[src/rtl/zbt_frame_player_pkg.sv]
// Shared constants and helpers for the ZBT frame playback path.
// Used by zbt_frame_player and zbt_player_addr_gen.
package zbt_frame_player_pkg;

   localparam int FRAME_WIDTH         = 256;
   localparam int FRAME_HEIGHT        = 192;
   localparam int SCALE_LOG2          = 2;
   localparam int NUM_FRAMES          = 20;
   localparam int ZBT_LATENCY         = 2;
   localparam int NUM_LINES_PER_FRAME = FRAME_WIDTH * FRAME_HEIGHT / 2;
   localparam int OUT_W               = FRAME_WIDTH << SCALE_LOG2;
   localparam int OUT_H               = FRAME_HEIGHT << SCALE_LOG2;

   typedef enum logic {
      SEL_IDLE,
      SEL_PENDING
   } sel_state_t;

   // 24576 = 16384 + 8192, so the frame base is two shifts and an add
   function automatic logic [18:0] frame_base_of(input logic [4:0] frame);
      logic [18:0] f;
      f = {14'd0, frame};
      return (f << 14) + (f << 13);
   endfunction

   function automatic logic [23:0] unpack_rgb(input logic [17:0] p);
      return {p[17:12], p[17:16], p[11:6], p[11:10], p[5:0], p[5:4]};
   endfunction

endpackage

[src/rtl/zbt_player_addr_gen.sv]
// Maps a VGA scan position to a ZBT word address inside the current frame,
// with the half-word select and region flag registered alongside it.
module zbt_player_addr_gen
   import zbt_frame_player_pkg::*;
(
   input  logic        clk,
   input  logic        reset,
   input  logic        enable,
   input  logic [10:0] hcount,
   input  logic [9:0]  vcount,
   input  logic [18:0] frame_base,
   output logic [18:0] mem_addr,
   output logic        half,
   output logic        in_region
);

   logic [7:0]  sx;
   logic [7:0]  sy;
   logic        region;
   logic [18:0] addr;

   assign sx     = hcount[SCALE_LOG2 +: 8];
   assign sy     = vcount[SCALE_LOG2 +: 8];
   assign region = enable && (hcount < 11'(OUT_W)) && (vcount < 10'(OUT_H));
   assign addr   = frame_base + 19'({sy, 7'b0}) + 19'(sx[7:1]);

   // The address only moves for visible pixels, so it parks during blanking
   always_ff @(posedge clk) begin
      if (reset) begin
         mem_addr  <= '0;
         half      <= 1'b0;
         in_region <= 1'b0;
      end else begin
         in_region <= region;
         if (region) begin
            mem_addr <= addr;
            half     <= sx[0];
         end
      end
   end

endmodule

[src/rtl/zbt_frame_player.sv]
// Plays stored 256x192 RGB666 frames from the ZBT ring, upscaled 4x to 1024x768.
// Optional macro ZBT_PLAYER_BORDER_EN draws a white border around the region.
module zbt_frame_player
   import zbt_frame_player_pkg::*;
(
   input  logic        clk,
   input  logic        reset,
   input  logic        enable,
   input  logic        autoplay,
   input  logic        one_hz_enable,
   input  logic [10:0] hcount,
   input  logic [9:0]  vcount,
   input  logic        frame_sel_valid,
   input  logic [4:0]  frame_sel,
   output logic        frame_sel_ready,
   output logic        sel_err,
   output logic [18:0] mem_addr,
   output logic        mem_we,
   input  logic [35:0] mem_rdata,
   output logic [23:0] pixel,
   output logic        pixel_valid,
   output logic [4:0]  cur_frame
);

   sel_state_t state, state_next;
   logic [4:0] pending_frame, pending_next;
   logic [4:0] cur_next;
   logic       tick_pending, tick_next;
   logic       err_next;
   logic       frame_start;
   logic       half;
   logic       in_region;
   logic [ZBT_LATENCY-1:0] half_sr;
   logic [ZBT_LATENCY-1:0] valid_sr;
   logic [23:0] pix_c;

   assign mem_we      = 1'b0;
   assign frame_start = (hcount == 11'd0) && (vcount == 10'd0);

   always_ff @(posedge clk) begin
      if (reset) begin
         state         <= SEL_IDLE;
         pending_frame <= '0;
         tick_pending  <= 1'b0;
         cur_frame     <= '0;
         sel_err       <= 1'b0;
      end else begin
         state         <= state_next;
         pending_frame <= pending_next;
         tick_pending  <= tick_next;
         cur_frame     <= cur_next;
         sel_err       <= err_next;
      end
   end

   // Frame changes land only on the frame-start cycle; an explicit request beats a tick
   always_comb begin
      state_next      = state;
      pending_next    = pending_frame;
      tick_next       = tick_pending;
      cur_next        = cur_frame;
      err_next        = 1'b0;
      frame_sel_ready = (state == SEL_IDLE);
      if (frame_start) begin
         if (state == SEL_PENDING) begin
            cur_next   = pending_frame;
            state_next = SEL_IDLE;
         end else if (tick_pending) begin
            cur_next = (cur_frame == 5'(NUM_FRAMES - 1)) ? 5'd0 : cur_frame + 5'd1;
         end
         tick_next = 1'b0;
      end
      if (one_hz_enable && autoplay)
         tick_next = 1'b1;
      if (frame_sel_valid && frame_sel_ready) begin
         if (frame_sel >= 5'(NUM_FRAMES)) begin
            err_next = 1'b1;
         end else begin
            pending_next = frame_sel;
            state_next   = SEL_PENDING;
         end
      end
   end

   // Feeding the next frame index lets pixel (0,0) already read the new frame
   zbt_player_addr_gen u_addr_gen (
      .clk        (clk),
      .reset      (reset),
      .enable     (enable),
      .hcount     (hcount),
      .vcount     (vcount),
      .frame_base (frame_base_of(cur_next)),
      .mem_addr   (mem_addr),
      .half       (half),
      .in_region  (in_region)
   );

   always_ff @(posedge clk) begin
      if (reset) begin
         half_sr  <= '0;
         valid_sr <= '0;
      end else begin
         half_sr  <= {half_sr[ZBT_LATENCY-2:0], half};
         valid_sr <= {valid_sr[ZBT_LATENCY-2:0], in_region};
      end
   end

`ifdef ZBT_PLAYER_BORDER_EN
   logic [ZBT_LATENCY:0] border_sr;
   logic                 border_c;

   assign border_c = (hcount == 11'd0) || (hcount == 11'(OUT_W - 1)) ||
                     (vcount == 10'd0) || (vcount == 10'(OUT_H - 1));

   always_ff @(posedge clk) begin
      if (reset)
         border_sr <= '0;
      else
         border_sr <= {border_sr[ZBT_LATENCY-1:0], border_c};
   end

   assign pix_c = border_sr[ZBT_LATENCY] ? 24'hFFFFFF :
                  unpack_rgb(half_sr[ZBT_LATENCY-1] ? mem_rdata[17:0] : mem_rdata[35:18]);
`else
   assign pix_c = unpack_rgb(half_sr[ZBT_LATENCY-1] ? mem_rdata[17:0] : mem_rdata[35:18]);
`endif

   always_ff @(posedge clk) begin
      if (reset) begin
         pixel       <= '0;
         pixel_valid <= 1'b0;
      end else if (valid_sr[ZBT_LATENCY-1]) begin
         pixel       <= pix_c;
         pixel_valid <= 1'b1;
      end else begin
         pixel       <= '0;
         pixel_valid <= 1'b0;
      end
   end

endmodule

[config.mk]
export PLATFORM = sky130hd
export DESIGN_NAME = zbt_frame_player
export DESIGN_NICKNAME = d
export VERILOG_FILES = /design/src/rtl/zbt_frame_player_pkg.sv /design/src/rtl/zbt_player_addr_gen.sv /design/src/rtl/zbt_frame_player.sv
export SDC_FILE = /design/constraint.sdc
export NUM_CORES = 1
export LEC_CHECK = 0
export ABC_AREA = 1
export CAP_MARGIN = 20
export CORE_ASPECT_RATIO = 1.4
export CORE_UTILIZATION = 45
export CTS_CLUSTER_SIZE = 8
export DETAILED_ROUTE_END_ITERATION = 10
export GPL_TIMING_DRIVEN = 1
export HOLD_SLACK_MARGIN = 0.08
export PLACE_DENSITY = 0.8
export SKIP_LAST_GASP = 1
export SLEW_MARGIN = 20
export SYNTH_ARGS = -nofsm -noshare
export SYNTH_HDL_FRONTEND = slang
export SYNTH_HIERARCHICAL = 1
export SYNTH_SLANG_ARGS = --single-unit
export TNS_END_PERCENT = 50
[constraint.sdc]
create_clock -name clk -period 5.41 [get_ports clk]
set_input_delay 1.082 -clock clk [delete_from_list [all_inputs] [get_ports clk]]
set_output_delay 1.082 -clock clk [all_outputs]
set_load 0.005 [all_outputs]
* Word-level counts from Yosys, hierarchy flattened
Cells that the tools add are included.
** Word-level totals
- Flip-flop bits (word level) :: 63
- Bits of input ports :: 68
- Output and inout bits :: 52
- Logic and storage cells :: 47
** Cells by class
- Add/subtract/negate cells :: 4
- $lt $le $gt $ge :: 3
- Equal/unequal tests :: 1
- Multiplexer cells :: 12
- Bitwise operators :: 4
- Reduce and logical (&&, ||, !) cells :: 11
** Operator list (count)
- $mux W5 :: 4
- $add A19 B15 Y19 :: 1
- $add A19 B18 Y19 :: 1
- $add A19 B7 Y19 :: 1
- $mux W18 :: 1
- $logic_not A11 Y1 :: 1
- $lt A11 B11 Y1 const B :: 1
- $logic_not A10 Y1 :: 1
- $lt A10 B10 Y1 const B :: 1
- $mux W1 :: 7
- $add A5 B1 Y5 const B :: 1
- $eq A5 B5 Y1 const B :: 1
- $ge A5 B5 Y1 const B :: 1
- $logic_and A1 B1 Y1 :: 5
- $not A1 Y1 :: 4
- $reduce_or A2 Y1 :: 2
- $reduce_and A2 Y1 :: 1
- $reduce_bool A2 Y1 :: 1

* Longest topological paths before layout
Gate-level depths: netlist of the first run.
- Depth in word-level cells :: 8
- Depth in mapped cells :: 22
- Mapped depth without buffers :: 22

* Cells and area by module
Netlist of the first run, hierarchy kept.
** Modules (own cells, without submodules)
- zbt_player_addr_gen :: times used 1, cells an instance 290, area each 1745.4 µm², seq. area each 420.4 µm²
- zbt_frame_player :: times used 1, cells an instance 242, area each 1714.1 µm², seq. area each 720.7 µm²

* Least setup slack after synthesis of the first run
Ideal clock, no wire load.
- Path type :: input -> register
- Start :: input port hcount[1]
- End :: register u_addr_gen.mem_addr[18]
- Library setup time :: 0.117 ns
- Data arrival time :: 3.261 ns
- Required time :: 5.293 ns
- Path slack :: 2.032 ns
- Stages :: 18
- Buffers on the path :: 0
- Cells stage by stage :: or2_1 nor2_2 nand3_4 clkinv_2 or2_2 nand2_1 inv_1 ha_1 inv_1 fa_1 xnor2_1 nand2_1 nor2_1 a21oi_1 nand3_1 nand2_1 nor2_1 nor2_1
** On the way
- Longest elaborated chain between the ends :: 6
- Elaborated cells between the ends (all ways) :: 9
- Classes of those cells :: 3 x add/sub; 1 x order compare; 1 x mux; 4 x reduce/logical
** RTL lines
- start: declaration :: RTL line zbt_frame_player.sv:11 : input logic [10:0] hcount,
- $logic_not A11 Y1 :: RTL line zbt_frame_player.sv:38 : assign frame_start = (hcount == 11'd0) && (vcount == 10'd0);
- $logic_and A1 B1 Y1 :: RTL line zbt_frame_player.sv:38
- $mux W5 :: RTL line zbt_frame_player.sv:64 : if (frame_start) begin
- via cur_next[0] :: RTL line zbt_frame_player.sv:27 : logic [4:0] cur_next;
- $add A19 B18 Y19 :: RTL line zbt_frame_player_pkg.sv:23 : return (f << 14) + (f << 13);
- $add A19 B15 Y19 :: RTL line zbt_player_addr_gen.sv:25 : assign addr = frame_base + 19'({sy, 7'b0}) + 19'(sx[7:1]);
- $add A19 B7 Y19 :: RTL line zbt_player_addr_gen.sv:25
- end signal: assignment :: RTL line zbt_player_addr_gen.sv:36 : mem_addr <= addr;
- end: declaration :: RTL line zbt_player_addr_gen.sv:12 : output logic [18:0] mem_addr,
The timed path passes the listed nets, and every way through them passes these cells.
A chain may end at the register's enable or synchronous reset.

* Worst setup path after layout of the first run
- Start :: input port vcount[7]
- End :: register u_addr_gen.mem_addr[18]
** On the way
- Longest elaborated chain between the ends :: 6
- Elaborated cells between the ends (all ways) :: 8
- Classes of those cells :: 3 x add/sub; 1 x order compare; 1 x mux; 3 x reduce/logical
** RTL lines
- start: declaration :: RTL line zbt_frame_player.sv:12 : input logic [9:0] vcount,
- $logic_not A10 Y1 :: RTL line zbt_frame_player.sv:38
- $logic_and A1 B1 Y1 :: RTL line zbt_frame_player.sv:38
- $mux W5 :: RTL line zbt_frame_player.sv:64
- via cur_next[0] :: RTL line zbt_frame_player.sv:27
- $add A19 B18 Y19 :: RTL line zbt_frame_player_pkg.sv:23
- $add A19 B15 Y19 :: RTL line zbt_player_addr_gen.sv:25
- $add A19 B7 Y19 :: RTL line zbt_player_addr_gen.sv:25
The timed path passes the listed nets, and every way through them passes these cells.

==> results of run 1 <==
-- flip-flops by register name, indices dropped and copies added (netlist names) --
register              flops
pixel                    18
pixel_valid               1
u_addr_gen/mem_addr      19
tick_pending              1
valid_sr                  2
u_addr_gen/in_region      1
sel_err                   1
pending_frame             5
u_addr_gen/half           1
cur_frame                 5
state                     1
half_sr                   2
-- report_power, final --
| group | switching (W) | internal (W) |
|---|---|---|
| Sequential | 0.0000104 | 0.000435 |
| Clock | 0.000180 | 0.000226 |
| Combinational | 0.000110 | 0.000110 |
| Total | 0.000301 | 0.000771 |
-- metal layers --
metal | vias to the layer above | GRT usage, %
met1 | 1732 | 26.7
met5 | - | 0
met2 | 184 | 48.8
met3 | 32 | 5.11
met4 | 0 | 12.9
li1 | 1900 | -
-- critical path: stages --
cell,delay [ns]
sky130_fd_sc_hd__clkdlybuf4s50_1,0.46
sky130_fd_sc_hd__nor2_1,0.20
sky130_fd_sc_hd__nand2_1,0.08
sky130_fd_sc_hd__nor2_1,0.18
sky130_fd_sc_hd__nand3_4,0.19
sky130_fd_sc_hd__clkinv_2,0.12
sky130_fd_sc_hd__or2_2,0.11
sky130_fd_sc_hd__nand2_1,0.07
sky130_fd_sc_hd__inv_1,0.08
sky130_fd_sc_hd__ha_1,0.16
sky130_fd_sc_hd__inv_1,0.06
sky130_fd_sc_hd__fa_1,0.40
sky130_fd_sc_hd__xnor2_1,0.32
sky130_fd_sc_hd__nand2_1,0.11
sky130_fd_sc_hd__nor2_1,0.13
sky130_fd_sc_hd__a21oi_1,0.12
sky130_fd_sc_hd__nand3_1,0.09
sky130_fd_sc_hd__nand2_1,0.05
sky130_fd_sc_hd__nor2_1,0.10
sky130_fd_sc_hd__nor2_1,0.05
-- how the worst max path moves through the flow --
stage	start	end	slack [ns]	cells after the start
3_5_place_dp	vcount[7]	u_addr_gen/mem_addr[18]	1.15	20
5_1_grt	vcount[9]	u_addr_gen/mem_addr[18]	1.13	20
4_1_cts	vcount[7]	u_addr_gen/mem_addr[18]	1.50	20
6_report	vcount[7]	u_addr_gen/mem_addr[18]	1.48	20
2_1_floorplan	hcount[1]	u_addr_gen/mem_addr[18]	2.03	18
3_3_place_gp	vcount[7]	u_addr_gen/mem_addr[18]	1.27	20
-- cell families (layout without fill, tap and decap cells) --
kind of cell | count (synthesis) | in the layout
buffers and inverters | 87 | 205
flip-flops | 57 | 57
adder cells (fa/ha/maj) | 22 | 22
other | 1 | 15
XOR/XNOR | 11 | 11
AND/OR/NAND/NOR | 280 | 280
AO/OA/AOI/OAI | 74 | 74
-- area by class of cell --
| type | count | share of cell area (%) |
|---|---|---|
| Multi-Input combinational cell | 402 | 40.7 |
| Timing Repair Buffer | 120 | 24.3 |
| Sequential cell | 57 | 23.2 |
| Inverter | 69 | 5.28 |
| Clock buffer | 10 | 2.79 |
| Tap cell | 97 | 2.46 |
| Clock inverter | 6 | 1.37 |
-- stage by stage --
step / instances / instance area (sq um)
6_report: 761 / 4930
3_3_place_gp: 745 / 4720
3_5_place_dp: 745 / 4720
2_1_floorplan: 546 / 3510
5_1_grt: 761 / 4930
4_1_cts: 761 / 4930
-- cell usage after synthesis (3+ instances only) --
| library cell | number |
|---|---|
| sky130_fd_sc_hd__xnor2_1 | 3 |
| sky130_fd_sc_hd__dfxtp_1 | 57 |
| sky130_fd_sc_hd__buf_4 | 9 |
| sky130_fd_sc_hd__a21oi_2 | 4 |
| sky130_fd_sc_hd__nor2_1 | 78 |
| sky130_fd_sc_hd__xor2_1 | 8 |
| sky130_fd_sc_hd__buf_2 | 6 |
| sky130_fd_sc_hd__nor2_2 | 5 |
| sky130_fd_sc_hd__nand2_2 | 3 |
| sky130_fd_sc_hd__a21oi_1 | 41 |
| sky130_fd_sc_hd__o21ai_0 | 23 |
| sky130_fd_sc_hd__inv_1 | 67 |
| sky130_fd_sc_hd__ha_1 | 20 |
| sky130_fd_sc_hd__nand2_1 | 151 |
| sky130_fd_sc_hd__nor3_1 | 3 |
| sky130_fd_sc_hd__nand3_1 | 32 |
| sky130_fd_sc_hd__o211ai_1 | 3 |
==> parameters.txt, run 1 <==
Parameter                              Value

Synth
  Part of the Yosys area used for sequential elements    approximately a third
  Most frequently used flop master after synthesis    sky130_fd_sc_hd__dfxtp_1
  Synth top area share    between 30% and 40%
  Share of the synthesized area in compound gates (AO/OA/AOI/OAI)    a little under an eighth
  Cell area after technology mapping    3460 sq um
  Adder and majority gate portion of the synthesized area    8.39%
  Number of flip-flops and latches in the synthesized netlist    57
  Gate count after technology mapping    about 530
  Number of warnings printed during yosys synthesis    6
  Combinational family with the most area after synthesis    simple AND/OR/NAND/NOR gates
  Dominant cell type by area after synthesis    sky130_fd_sc_hd__dfxtp_1
  Number of enable flip-flop cells after synthesis    0
  Proportion of synthesized flip-flops having asynchronous set or reset    0%
  Multiplexer share of the synthesized area    0%
  Post-synthesis average cell area    6.50 sq um
  Largest cells by area after synthesis    sky130_fd_sc_hd__dfxtp_1, sky130_fd_sc_hd__nand2_1, sky130_fd_sc_hd__nor2_1
  Post-synth cell types    32
  Area fraction in and, or, nand and nor cells after synthesis    approximately 33%
  Xor and xnor area share after synthesis    about 2.8%

Critical path
  Crit Path Category    input pin to flip-flop
  Kind of start point of the critical path    input pin
  Element type at the critical path end    flip-flop
  Max FO, Critical Path    9
  Setup slack on the worst flop-to-flop path    ~2.3 ns
  End of the worst register-to-register path    u_addr_gen/mem_addr[18]
  WP data arrival    4.16 ns
  Register-to-Register Path Depth    21
  Data required, critical path    approximately 5.6 ns
  Start of the worst register-to-register path    cur_frame[0]

Routing
  Vias per cell    about 5.1
  WL met3    just under 700 microns
  Routed wire length    approximately 9.8 mm
  Per-cell routed wire length    12.9 microns
  Wire length on met1    approximately 3.8 mm
  Remaining number of nets flagged by the antenna check after routing    0
  Remaining routing DRC violations    0
  Detailed Route Iter0 Violations    around 230
  Met2 layer wire length in the routed design    5.01 mm
  Number of iterations in the first detailed-routing pass    5
  Highest Signal Layer    met4
  Routed vias    ~3800

Clock network
  Buffer type at the clock tree root    sky130_fd_sc_hd__clkbuf_8
  Clock latency on the worst-skew pair    roughly 0.34 ns
  Clock tree from TritonCTS    done
  CTS HTree Levels    3
  Clock Sink Count    between 50 and 60
  Clock input transition at the sequential cells of the worst setup and hold paths    0.07 ns
  Post-CTS repair timing setup buffer count    0
  Number of buffers inserted by hold repair at cts    0
  Number of buffers added by the clock tree synthesis step    9
  Bufs on Longest Clock Path    2
  Cts repair resizes    0

Run
  Max-cap check violation count    0

Worst hold path
  Capture endpoint of the worst hold path    half_sr[1]
  HP Start    half_sr[0]
  Hold path cells    2
  Class of the tightest hold or removal check    flip-flop to flip-flop

GRT
  All-Layer GR Usage    ~26%
  Number of global-route vias before repair    3695
  Antenna violations before repair    0
  Maximum number of pins on one net before global-route repair    34
  Global-route wire length before repair    approximately 17 mm
  Sum of overflow across all layers after global routing    0

Finish
  Most common cell after layout, fill and taps aside    sky130_fd_sc_hd__nand2_1
  Total Nets Final    ~750
  FF/Latch Area    about 1100 sq um
  Growth of design area from synthesis to finish    42.5%
  Fillcell total    662
  Number of inserted diodes    0
  Proportion of layout cells with a drive suffix above 1    5.72%
  Core Util, Final    66.5%
  Multi-input combinational cell area    2000 sq um
  Most frequent cells in the layout    sky130_fd_sc_hd__nand2_1, sky130_fd_sc_hd__clkdlybuf4s50_1, sky130_fd_sc_hd__nor2_1, sky130_fd_sc_hd__inv_1, sky130_fd_sc_hd__dfxtp_1

Placement
  Worst setup slack after placement    1.15 ns
  Final Wtd Congestion    approximately 0.96
  HPWL Detailed    7.54 mm
  IO buf count    ~120

Power and ir drop
  Peak supply drop    about 0.12 mV
  Total power    0.00107 W
  Leakage power    2.39 nW
  Power density relative to cell area    around 220 nW/um^2

STA
  Slack of the critical path    around 1.5 ns
  Remaining max-slew budget at the tightest pin    a little over half
  Final-layout worst hold slack    around 0.4 ns
  Final number of max-transition violations    0
  Final setup vio count    0
  Final Hold Viols    0
  Tmin final    between 3 and 4 ns
  Setup TNS Final    0 ns
  Least-Margin Pin Slew    between 0.6 and 0.7 ns
  RSZ-0062 raised after global routing    false
  Maximum clock skew at final layout    approximately 0.0078 ns
  Fin crit share    72.7%
  Maximum frequency from static timing analysis    between 200 and 300 MHz

Die
  Row Count    37
  Die width    ~76 microns
  Count of pins on the block boundary    120
  Core footprint    between 7000 and 8000 sq um
  Die footprint    8050 sq um
  Vertical die dimension    ~110 microns
  Starting utilization of the core area    approximately 47%

Outcome
  Outcome    completed
(Power assumes the default switching activity.)
==> run 2: changes to the inputs <==
--- a/config.mk
+++ b/config.mk
@@ -8,12 +8,12 @@
 export ABC_AREA = 1
 export CAP_MARGIN = 20
 export CORE_ASPECT_RATIO = 1.4
-export CORE_UTILIZATION = 45
+export CORE_UTILIZATION = 41
 export CTS_CLUSTER_SIZE = 8
 export DETAILED_ROUTE_END_ITERATION = 10
 export GPL_TIMING_DRIVEN = 1
 export HOLD_SLACK_MARGIN = 0.08
-export PLACE_DENSITY = 0.8
+export PLACE_DENSITY = 0.77
 export SKIP_LAST_GASP = 1
 export SLEW_MARGIN = 20
 export SYNTH_ARGS = -nofsm -noshare
==> constraint.sdc (replaced) <==
create_clock -name clk -period 3.3 [get_ports clk]
set_input_delay 0.66 -clock clk [delete_from_list [all_inputs] [get_ports clk]]
set_output_delay 0.66 -clock clk [all_outputs]
set_load 0.005 [all_outputs]
==> run 2 against run 1 <==
Against the previous run:
- clock skew shrank 0.0019 ns
- largest power group is now clock
- sequential cell count is the same
- largest cell class unchanged
- clock power grew 130%
- critical path type unchanged
==> parameters.txt, run 2 (synthesis results as in run 1) <==
Parameter                              Value

STA
  Final number of max-transition violations    0 (unchanged)
  Final Hold Viols    0 (unchanged)
  Least-Margin Pin Slew    0.668 ns (-0.0216 ns)
  Maximum clock skew at final layout    0.00590 ns (-0.00187 ns)
  Maximum frequency from static timing analysis    ~320 MHz
  Tmin final    between 3 and 4 ns
  Fin crit share    95.3%
  Final setup vio count    0 (unchanged)
  Slack of the critical path    0.154 ns (-1.33 ns)
  Setup TNS Final    0 ns (unchanged)
  Remaining max-slew budget at the tightest pin    55.3% (+1.4 points)
  RSZ-0062 raised after global routing    true

Clock network
  Buffer type at the clock tree root    sky130_fd_sc_hd__clkbuf_16
  Clock tree from TritonCTS    done
  Clock Sink Count    57 (unchanged)
  Clock input transition at the sequential cells of the worst setup and hold paths    0.06 ns (about the same)
  Number of buffers inserted by hold repair at cts    0 (unchanged)
  Number of buffers added by the clock tree synthesis step    9 (unchanged)
  CTS HTree Levels    3 (unchanged)
  Bufs on Longest Clock Path    2 (unchanged)
  Clock latency on the worst-skew pair    0.33 ns (about the same)

Critical path
  Crit Path Category    input pin to flip-flop
  Max FO, Critical Path    5 (-4)
  Kind of start point of the critical path    input pin
  Origin of the worst setup path    vcount[7]
  Cell repeated most along the worst path    sky130_fd_sc_hd__nand2_1
  Largest delay contributor family on the critical path    simple AND/OR/NAND/NOR gates
  Data required, critical path    3.52 ns (-2.12 ns)
  Crit-path max cell delay    0.45 ns (about the same)
  Crit-path slowest cell    sky130_fd_sc_hd__clkdlybuf4s50_1
  Start of the worst register-to-register path    cur_frame[0]
  Critical path buffers and inverters    5 (+1)
  Element type at the critical path end    flip-flop
  Cell Chain, Critical Path    clkdlybuf4s50_1 -> nor2_2 -> nand2_1 -> nor2_2 -> nand3_4 -> inv_4 -> or2_2 -> nand2_1 -> inv_2 -> ha_2 -> inv_1 -> fa_2 -> xnor2_2 -> buf_4 -> nand2_1 -> nor2_1 -> a21oi_2 -> nand3_1 -> nand2_1 -> nor2_1 -> nor2_1
  WP data arrival    3.37 ns (-0.79 ns)

Finish
  Flip-flop count of the largest register after layout    19 (unchanged)
  Largest registers    u_addr_gen/mem_addr x19, pixel x18
  FF/Latch Area    1140 sq um (unchanged)
  Core Util, Final    66.0% (-0.55 points)
  Top register by number of flip-flops    u_addr_gen/mem_addr
  Multi-input combinational cell area    2060 sq um (+3.0%)
  Number of inserted diodes    0 (unchanged)
  Total Nets Final    785 (+4.8%)
  Fillcell total    703 (+6.2%)
  Most frequent cells in the layout    sky130_fd_sc_hd__nand2_1, sky130_fd_sc_hd__clkdlybuf4s50_1, sky130_fd_sc_hd__nor2_1, sky130_fd_sc_hd__inv_1, sky130_fd_sc_hd__dfxtp_1
  Proportion of layout cells with a drive suffix above 1    13.1% (+7.4 points)
  Growth of design area from synthesis to finish    55.4%
  Final std cell area, no fill    5380 sq um (+9.1%)
  Most common cell after layout, fill and taps aside    sky130_fd_sc_hd__nand2_1

Placement
  IO buf count    118 (unchanged)
  Placed inst area    4980 sq um (+5.5%)
  Worst setup slack after placement    -0.360 ns (-1.51 ns)
  HPWL Detailed    7.65 mm (+1.4%)
  Final Wtd Congestion    0.917 (-4.2%)

Routing
  Remaining number of nets flagged by the antenna check after routing    0 (unchanged)
  Per-cell routed wire length    12.2 microns (-5.2%)
  Remaining routing DRC violations    0 (unchanged)
  Routed wire length    9.77 mm (-0.11%)
  Number of iterations in the first detailed-routing pass    4 (-1)
  Routed vias    3908 (+1.6%)
  Vias per cell    4.87 (-3.6%)
  Detailed Route Iter0 Violations    113 (-50%)

GRT
  Maximum number of pins on one net before global-route repair    27 (-21%)
  Number of global-route vias before repair    3826 (+3.5%)
  All-Layer GR Usage    23.7% (-2.1 points)
  Antenna violations before repair    0 (unchanged)
  Sum of overflow across all layers after global routing    0 (unchanged)
  Global-route wire length before repair    16.5 mm (-0.25%)

Die
  Die width    79.6 microns (+4.6%)
  Core footprint    8150 sq um (+10%)
  Vertical die dimension    111 microns (+4.7%)
  Row Count    39 (+5.4%)
  Count of pins on the block boundary    120 (unchanged)
  Starting utilization of the core area    42.5% (-4.3 points)
  Die footprint    8810 sq um (+9.5%)

Power and ir drop
  Leakage power    2.65 nW (+11%)
  Total power    0.00205 W (+91%)
  Peak supply drop    0.266 mV (+120%)
  Power density relative to cell area    381 nW/um^2 (+75%)

Worst hold path
  Class of the tightest hold or removal check    flip-flop to flip-flop
  HP Start    valid_sr[0]

Run
  Max-cap check violation count    0 (unchanged)

Outcome
  Outcome    completed
[run 2: changes by cell type in the layout (fill, tap and decap cells not counted), moves of 5 or more]
| cell | change |
|---|---|
| sky130_fd_sc_hd__clkbuf_16 | +9 |
| sky130_fd_sc_hd__clkbuf_8 | -9 |
| sky130_fd_sc_hd__nor2_2 | +5 |
| sky130_fd_sc_hd__nor2_1 | -6 |
| sky130_fd_sc_hd__buf_4 | +36 |
[run 2: worst reg2reg max path, stage by stage (launching register included)]
cell,delay [ns]
sky130_fd_sc_hd__dfxtp_1,0.42
sky130_fd_sc_hd__ha_1,0.21
sky130_fd_sc_hd__nand2_1,0.09
sky130_fd_sc_hd__nor2_2,0.14
sky130_fd_sc_hd__nand2_1,0.10
sky130_fd_sc_hd__o21ai_0,0.09
sky130_fd_sc_hd__nand2_1,0.06
sky130_fd_sc_hd__o21ai_0,0.08
sky130_fd_sc_hd__nand2_1,0.08
sky130_fd_sc_hd__nand2_1,0.15
sky130_fd_sc_hd__inv_1,0.08
sky130_fd_sc_hd__ha_1,0.33
sky130_fd_sc_hd__a21oi_1,0.15
sky130_fd_sc_hd__nand2_1,0.09
sky130_fd_sc_hd__xor2_2,0.16
sky130_fd_sc_hd__nand2_1,0.10
sky130_fd_sc_hd__nor2_2,0.13
sky130_fd_sc_hd__a21oi_2,0.08
sky130_fd_sc_hd__nand3_1,0.08
sky130_fd_sc_hd__nand2_1,0.05
sky130_fd_sc_hd__nor2_1,0.08
sky130_fd_sc_hd__nor2_1,0.04
[run 2: where the power goes]
group / switching, W / internal [W] / total [W] / leakage [nW]
logic: 0.000182 / 0.000194 / 0.000375 / 2.04
clock network: 0.000336 / 0.000605 / 0.000941 / 0.145
registers: 0.0000169 / 0.000715 / 0.000732 / 0.464
total: 0.000534 / 0.00151 / 0.00205 / 2.65
[run 2: area by class of cell]
class / count / share of cell area, %
clock buffer: 10 / 4.44
inverter: 69 / 4.86
multi-input combinational: 402 / 38.4
sequential: 57 / 21.2
tap: 102 / 2.37
clock inverter: 6 / 1.26
timing repair buffer: 156 / 27.5
[run 2: final timing paths]
path	cells after the start	slack, ns	to
min	2	0.40	valid_sr[1]
min reg2reg	2	0.40	valid_sr[1]
max reg2reg	21	0.40	u_addr_gen/mem_addr[18]
max	21	0.15	u_addr_gen/mem_addr[17]
[run 2: stage by stage]
stage                     hold slack, ns  instances
after CTS                          0.397        800
after global placement             0.390        784
after global routing               0.421        802
after floorplan                    0.388        546
after detailed placement           0.392        784
final                              0.396        802
[run 2: repair_timing]
item                                    CTS  global route
cloned                                    0             0
buffers inserted                          0             2
gates resized for setup                   1            24
pin swaps                                 0            12
endpoints found under the setup margin    1             4
[run 2: per-layer routing]
layer | up-vias | global-route usage [%] | share of wire [%]
met3 | 23 | 3.79 | 4.5
li1 | 1981 | - | -
met2 | 113 | 43.0 | 54
met5 | - | 0 | 0
met4 | 0 | 13.2 | 3.2
met1 | 1791 | 25.2 | 39
